### src/rtl/clk_div_monitor.sv
// Divided-clock health monitor: measures the period of a slow async clock
// in clk cycles and reports lock, mismatch and loss-of-edge events.
module clk_div_monitor #(
    parameter int CNT_W      = 16,
    parameter int EXP_PERIOD = 8,
    parameter int TOL        = 0,
    parameter int LOCK_CNT   = 4,
    parameter int TIMEOUT    = 64
) (
    input  logic             clk,
    input  logic             rst,
    input  logic             en,
    input  logic             sig_in,
    output logic [CNT_W-1:0] period,
    output logic             period_vld,
    output logic             locked,
    output logic             err,
    output logic             timeout
);

    localparam int MW = $clog2(LOCK_CNT + 1);
    localparam int LO = (EXP_PERIOD > TOL) ? EXP_PERIOD - TOL : 0;
    localparam int HI = EXP_PERIOD + TOL;

    localparam logic [CNT_W-1:0] LO_C  = CNT_W'(LO);
    localparam logic [CNT_W-1:0] HI_C  = CNT_W'(HI);
    localparam logic [CNT_W-1:0] TMO_C = CNT_W'(TIMEOUT);
    localparam logic [CNT_W-1:0] MAX_C = '1;
    localparam logic [MW-1:0]    LCK_C = MW'(LOCK_CNT);

    typedef enum logic [1:0] {
        IDLE,
        ARM,
        ACQ,
        LOCKED
    } state_t;

    state_t           state;
    logic             s1, s2, s3;
    logic [CNT_W-1:0] cnt;
    logic [MW-1:0]    match;
    logic [MW-1:0]    match_nx;
    logic             rise;
    logic             is_match;
    logic             tmo;

    assign rise     = s2 & ~s3;
    assign is_match = (cnt >= LO_C) && (cnt <= HI_C);
    assign tmo      = ~rise && (cnt == TMO_C);
    assign match_nx = match + 1'b1;

    always_ff @(posedge clk) begin
        if (!rst) begin
            state      <= IDLE;
            s1         <= 1'b0;
            s2         <= 1'b0;
            s3         <= 1'b0;
            cnt        <= '0;
            match      <= '0;
            period     <= '0;
            period_vld <= 1'b0;
            locked     <= 1'b0;
            err        <= 1'b0;
            timeout    <= 1'b0;
        end else begin
            s1         <= sig_in;
            s2         <= s1;
            s3         <= s2;
            period_vld <= 1'b0;
            err        <= 1'b0;
            timeout    <= 1'b0;
            if (!en || state == IDLE) begin
                cnt    <= '0;
                match  <= '0;
                locked <= 1'b0;
                state  <= en ? ARM : IDLE;
            end else begin
                if (rise)
                    cnt <= CNT_W'(1);
                else if (cnt != MAX_C)
                    cnt <= cnt + 1'b1;
                // rise has priority over timeout when both land together
                case (state)
                    ARM: begin
                        if (rise)
                            state <= ACQ;
                        else if (tmo)
                            timeout <= 1'b1;
                    end
                    ACQ: begin
                        if (rise) begin
                            period     <= cnt;
                            period_vld <= 1'b1;
                            if (is_match) begin
                                match <= match_nx;
                                if (match_nx == LCK_C) begin
                                    state  <= LOCKED;
                                    locked <= 1'b1;
                                end
                            end else begin
                                match <= '0;
                            end
                        end else if (tmo) begin
                            timeout <= 1'b1;
                            match   <= '0;
                            state   <= ARM;
                        end
                    end
                    LOCKED: begin
                        if (rise) begin
                            period     <= cnt;
                            period_vld <= 1'b1;
                            if (!is_match) begin
                                err    <= 1'b1;
                                locked <= 1'b0;
                                match  <= '0;
                                state  <= ACQ;
                            end
                        end else if (tmo) begin
                            timeout <= 1'b1;
                            locked  <= 1'b0;
                            match   <= '0;
                            state   <= ARM;
                        end
                    end
                    default: state <= IDLE;
                endcase
            end
        end
    end

endmodule

### config.mk
export PLATFORM = sky130hd
export DESIGN_NAME = clk_div_monitor
export DESIGN_NICKNAME = d
export VERILOG_FILES = /design/src/rtl/clk_div_monitor.sv
export SDC_FILE = /design/constraint.sdc
export NUM_CORES = 1
export LEC_CHECK = 0
export ABC_AREA = 0
export BUFFER_PORTS_ARGS = -buffer_cell sky130_fd_sc_hd__buf_2
export CORE_MARGIN = 4
export CORE_UTILIZATION = 55
export CTS_CLUSTER_SIZE = 12
export DETAILED_ROUTE_END_ITERATION = 16
export PLACE_DENSITY = 0.82
export SETUP_SLACK_MARGIN = 0.15
export SLEW_MARGIN = 20
export SYNTH_ARGS = -nofsm -noshare
export SYNTH_HDL_FRONTEND = slang
export SYNTH_SLANG_ARGS = --single-unit
### constraint.sdc
create_clock -name clk -period 2.01 [get_ports clk]
set_input_delay 0.5025 -clock clk [delete_from_list [all_inputs] [get_ports clk]]
set_output_delay 0.5025 -clock clk [all_outputs]
set_load 0.01 [all_outputs]
==> flow_summary.json, run 1 <==
{
  "final_antenna_net_count": 0,
  "grt_max_degree": 15,
  "max_freq_mhz": 565,
  "synth_top_area_share": 0.446,
  "syn_nets": 235,
  "yosys_warnings": 0,
  "netSwitchingFraction": 0.222,
  "status": "complete, no violations",
  "clockBufferDepth": 2,
  "whs_path_depth": 2,
  "numCtsBuffers": 5,
  "tritoncts": "built",
  "fill_cells": 305,
  "r2r_end": "state[0]",
  "p_int_uw": 1020,
  "grt_pass1_vias": 1517,
  "syn2layout_area_growth_pct": 15.7,
  "synthArstFlopShare": 0,
  "ys.flop_type": "dfxtp_1",
  "r2r_slack_ns": 0.24,
  "use_met1": 0.255,
  "dp_hpwl_mm": 3.00,
  "synth_edf_count": 0,
  "grt_pass1_wl_mm": 6.91,
  "clkTransAtPathRegs_ns": 0.13,
  "setup_viol": 0,
  "numClockSinks": 44,
  "final_common_cell": "nand2_1",
  "num_rows": 21,
  "final_max_slew_viol_count": 0,
  "diodes": 0,
  "layout_common_cells": "nand2_1, dfxtp_1, buf_2, nor2_1, a21boi_0",
  "hold_buffers": 0,
  "instances_no_fill": 303,
  "synth_xor_xnor_area_share": 0.0354,
  "grt.busiest_layer": "met2",
  "drive_gt1_frac": 0.226,
  "pwr-share-comb": 0.027,
  "fin_crit_ns": 1.77,
  "syn_area_sq_um": 1980,
  "hold_end": "s1",
  "end_kind": "flip-flop",
  "synth_area_leader_cell": "dfxtp_1",
  "clkLatencyLatePin_ns": 0.35,
  "vias_per_cell": 5.65,
  "synth-simple-area-share": 0.270,
  "r2r_start": "cnt[10]",
  "leakage_uw": 0.000894,
  "drc": 0,
  "synth_top_family_by_area": "simple AND/OR/NAND/NOR gates",
  "cts_root_buf": "clkbuf_4",
  "critPathArrivalTime_ns": 2.04,
  "power_switching_uw": 291,
  "grt_overflow_total": 0,
  "crit_fanout": 7,
  "cp.required_ns": 2.28,
  "ios": 24,
  "die-area_sq_um": 4620,
  "holdCritPathClass": "input pin to flip-flop",
  "dp.cells": 295,
  "vias": 1712,
  "antenna_found_initial": 0,
  "hold_start": "sig_in",
  "first_pass_iters": 4,
  "routed_wl_mm": 4.14,
  "finalCritPeriodShare": 0.881,
  "synthTopCellsByArea": "dfxtp_1, nand2_1, a21boi_0",
  "cap_viol_max_count": 0,
  "synth.avg_cell_area_sq_um": 8.71,
  "p_clk_frac": 0.303,
  "postLayoutCoreUtil": 0.670,
  "synthCells": 227,
  "power_density_nw_per_um2": 574,
  "crit_type": "flip-flop to flip-flop",
  "peakVddDrop_uv": 439,
  "synth_seq_cells": 44,
  "synth.lib_cells_used.distinct": 43,
  "grt_setup_unrepaired": "yes",
  "synth_mux_area_frac": 0.0215,
  "grt_util_met2": 0.324,
  "skew_ns": 0.0152,
  "h-tree-depth": 2,
  "seqPwrFrac": 0.671,
  "ys_seq_area_frac": 0.446,
  "hold_viol": 0,
  "synthAdderAreaFrac": 0.0253,
  "crit_path_start_kind": "flip-flop",
  "dr.first_iter.drc_count": 116,
  "worst_slew_pin_slew_ns": 0.465,
  "gp_congestion": 0.878,
  "global_route.usage.met3": 0.0443,
  "wire_per_inst_um": 13.7,
  "die_x_um": 68.0,
  "start_util": 0.579,
  "portBuffers": 23,
  "coreArea_sq_um": 3420,
  "relSlewSlack": 0.688,
  "synth_compound_area_frac": 0.169,
  "r2r_cells": 4,
  "final_nets": 265,
  "grt.total_usage": 0.195,
  "finalSetupTns_ns": 0,
  "chipHeight_um": 68.0
}
[cells by family after synthesis]
group / Yosys count
adders and majority gates: 4
and+or+nand+nor: 103
muxes: 4
xor gates and xnor gates: 8
AOI/OAI and AO/OA: 48
DFF: 44
buffers and inverters: 16
[registers in the layout, indices dropped and copies added (netlist names)]
name and count:
period 16, cnt 16, state 2, timeout 1, locked 1, err 1, match 3, s2 1
s3 1, period_vld 1, s1 1
[repair_timing]
action | CTS | global route
endpoints found under the setup margin | 1 | 13
pin swaps | 0 | 2
resized for setup | 1 | 10
buffers inserted | 0 | 1
hold endpoints to repair | 0 | 0
[power by group through the flow]
stage / clock network, uW / registers, uW / logic (uW)
2_1_floorplan: 0 / 899 / 21.6
3_3_place_gp: 0 / 899 / 32.2
3_5_place_dp: 0 / 900 / 33.2
4_1_cts: 403 / 880 / 33.3
5_1_grt: 437 / 881 / 38.6
6_report: 397 / 880 / 35.1
[synth_stat cells, types with 3 or more instances]
library cell	count
a211oi_1	4
nand4_1	4
clkbuf_1	6
ha_1	4
a21boi_0	16
nor2_1	17
and2_1	4
inv_1	6
nand2b_1	4
nand3_1	8
nor4_1	3
nor3_1	3
a31oi_1	4
a21oi_1	11
dfxtp_1	44
buf_2	4
nand2_1	45
xnor2_1	8
[worst max-delay path, stage by stage, from the launching register on]
cell	delay, ns
dfxtp_1	0.40
nor4_4	0.36
nand3b_2	0.15
or4_4	0.55
a211oi_2	0.24
[area by class of cell]
cell class	instances	area, sq um	share of cell area
Multi-Input combinational cell	167	1070	0.469
Inverter	6	22.5	0.00985
Clock inverter	1	5.00	0.00219
Timing Repair Buffer	33	203	0.0886
Tap cell	46	57.6	0.0252
Sequential cell	44	886	0.387
Clock buffer	6	41.3	0.0181
[layer usage]
| layer | part of all wire | vias up |
|---|---|---|
| li1 | - | 846 |
| met1 | 0.46 | 809 |
| met2 | 0.47 | 45 |
| met3 | 0.046 | 12 |
| met4 | 0.019 | 0 |
| met5 | 0 | - |
[per-stage QoR]
stage | total power [uW] | hold WS (ns) | worst slack [ns] | instance area, sq um
after floorplan | 920 | 0.412 | 0.364 | 1980
after global placement | 932 | 0.414 | 0.188 | 2190
after detailed placement | 933 | 0.434 | 0.169 | 2190
after CTS | 1320 | 0.352 | 0.176 | 2230
after global routing | 1360 | 0.353 | 0.133 | 2290
final | 1310 | 0.350 | 0.239 | 2290
[how the worst max path moves through the flow]
stage,start,endpoint,slack [ns],cells past startpoint
6_report,cnt[10],state[0],0.24,4
3_3_place_gp,cnt[0],cnt[9],0.19,7
5_1_grt,cnt[15],state[0],0.13,4
3_5_place_dp,cnt[0],cnt[9],0.17,7
4_1_cts,cnt[0],state[0],0.18,6
2_1_floorplan,cnt[0],state[0],0.36,6
No activity file was read; power rests on OpenSTA's default activity.
==> run 2, diff against run 1 <==
--- a/config.mk
+++ b/config.mk
@@ -8,10 +8,10 @@
 export ABC_AREA = 0
 export BUFFER_PORTS_ARGS = -buffer_cell sky130_fd_sc_hd__buf_2
 export CORE_MARGIN = 4
-export CORE_UTILIZATION = 55
+export CORE_UTILIZATION = 51
 export CTS_CLUSTER_SIZE = 12
 export DETAILED_ROUTE_END_ITERATION = 16
-export PLACE_DENSITY = 0.82
+export PLACE_DENSITY_LB_ADDON = 0.25
 export SETUP_SLACK_MARGIN = 0.15
 export SLEW_MARGIN = 20
 export SYNTH_ARGS = -nofsm -noshare
==> constraint.sdc (replaced) <==
create_clock -name clk -period 1.45 [get_ports clk]
set_input_delay 0.3625 -clock clk [delete_from_list [all_inputs] [get_ports clk]]
set_output_delay 0.3625 -clock clk [all_outputs]
set_load 0.01 [all_outputs]
==> flow_summary.json, run 2 (synthesis gave the netlist of run 1 again) <==
{
  "p_int_uw": 1750,
  "preCtsSetupSlack_ns": -0.194,
  "finalSetupTns_ns": -3.03,
  "relSlewSlack": 0.759,
  "ios": 24,
  "p_clk_frac": 0.421,
  "dr_wl_met3_um": 171,
  "h-tree-depth": 2,
  "top_layer": "met4",
  "cp.required_ns": 1.68,
  "grt_overflow_total": 0,
  "layout_common_cells": "buf_4, nand2_1, dfxtp_1, buf_2, a21boi_0",
  "fin_crit_ns": 1.69,
  "grt_pass1_wl_mm": 9.00,
  "numClockSinks": 44,
  "placed_cell_area_sq_um": 2630,
  "drc": 0,
  "tritoncts": "built",
  "gp_congestion": 0.781,
  "diodes": 0,
  "multi_input_area_sq_um": 1320,
  "num_rows": 22,
  "grt_setup_unrepaired": "yes",
  "status": "finished, violations left",
  "max_freq_mhz": 591,
  "worst_slew_pin_slew_ns": 0.357,
  "grt_max_degree": 22,
  "clkLatencyLatePin_ns": 0.30,
  "holdCritPathClass": "input pin to flip-flop",
  "routed_wl_mm": 5.60,
  "setup_viol": 24,
  "grt.total_usage": 0.233,
  "r2r_slack_ns": -0.24,
  "final_max_slew_viol_count": 0,
  "hold_viol": 0,
  "dp_hpwl_mm": 3.61,
  "die_x_um": 70.3,
  "clkTransAtPathRegs_ns": 0.09,
  "dr.first_iter.drc_count": 92,
  "r2r_cells": 6,
  "grt_pass1_vias": 1945,
  "violations": "negative setup slack",
  "whs_path_depth": 2,
  "critPathArrivalTime_ns": 1.92,
  "power_switching_uw": 467,
  "netSwitchingFraction": 0.210,
  "setup_ws_ns": -0.243,
  "numCtsBuffers": 5,
  "first_pass_iters": 4,
  "coreArea_sq_um": 3720,
  "drive_gt1_frac": 0.510,
  "vias": 1921,
  "regArea_sq_um": 908,
  "clockBufferDepth": 2,
  "antenna_found_initial": 0,
  "final_nets": 319,
  "portBuffers": 23,
  "wl_met1_mm": 2.25,
  "syn2layout_area_growth_pct": 54.8,
  "power_density_nw_per_um2": 726,
  "vias_per_cell": 5.34,
  "die-area_sq_um": 4940,
  "crit_fanout": 4,
  "peakVddDrop_uv": 750,
  "leakage_uw": 0.00127,
  "crit_type": "flip-flop to flip-flop",
  "largestRegisters": "cnt: 16 flops, period: 16 flops, match: 3 flops",
  "final_common_cell": "buf_4",
  "seqPwrFrac": 0.545,
  "final_antenna_net_count": 0,
  "chipHeight_um": 70.3,
  "end_kind": "flip-flop",
  "fill_cells": 236,
  "wire_per_inst_um": 15.5,
  "crit_path_start_kind": "flip-flop",
  "start_util": 0.532,
  "finalCritPeriodShare": 1.17,
  "wl_met2_mm": 3.10,
  "skew_ns": 0.00900,
  "cap_viol_max_count": 0,
  "pwr-share-comb": 0.033,
  "stdcell_area_sq_um": 3060,
  "cts_root_buf": "clkbuf_8"
}
run 2: cell count changes in the layout (fill, tap and decap cells not counted), sizes merged:
| cell | before | now |
|---|---|---|
| buf | 33 | 87 |
| bufinv | 0 | 1 |
run 2: layout make-up:
| class | count | share of cell area |
|---|---|---|
| Clock inverter | 2 | 0.0114 |
| Timing Repair Buffer | 87 | 0.210 |
| Multi-Input combinational cell | 167 | 0.430 |
| Clock buffer | 6 | 0.0237 |
| Sequential cell | 44 | 0.297 |
| Inverter | 6 | 0.00818 |
| Tap cell | 48 | 0.0196 |
run 2: timing repair:
item	4_1_cts	5_1_grt
hold buffers	0	0
pin swaps	16	7
buffers inserted	5	8
hold endpoints to repair	0	0
setup endpoints to repair	25	27
gates cloned	0	0
resized for setup	39	21
run 2: worst max-delay path, stage by stage (launching register included):
cell and delay (ns):
dfxtp_2 0.34, inv_2 0.06, ha_4 0.12, nor4b_4 0.30
nand3_2 0.13, or4_4 0.45, a211oi_2 0.21
run 2: final timing paths:
path / endpoint / from
setup reg to reg: state[0] / cnt[0]
hold reg to reg: s2 / s1
hold / removal: s1 / sig_in
setup / recovery: state[0] / cnt[0]
run 2: power by group through the flow:
stage               Sequential (uW)  Combinational [uW]  Clock [uW]
floorplan                      1240                32.5           0
global placement               1240                57.6           0
detailed placement             1240                58.6           0
CTS                            1210                65.7         945
global route                   1210                81.1         986
finish                         1210                74.2         936
run 2: per-stage QoR:
| stage | util | power (uW) | hold WS [ns] | instances |
|---|---|---|---|---|
| 6_report | 0.824 | 2220 | 0.260 | 360 |
| 4_1_cts | 0.786 | 2220 | 0.254 | 352 |
| 2_1_floorplan | - | 1280 | 0.412 | 227 |
| 3_5_place_dp | 0.706 | 1300 | 0.420 | 339 |
| 3_3_place_gp | 0.706 | 1300 | 0.414 | 339 |
| 5_1_grt | 0.824 | 2280 | 0.269 | 360 |
run 2: metal layers:
metal | GRT usage | vias up
met5 | 0 | -
met4 | 0.0851 | 0
met3 | 0.0403 | 8
met2 | 0.444 | 29
met1 | 0.251 | 929
li1 | - | 955
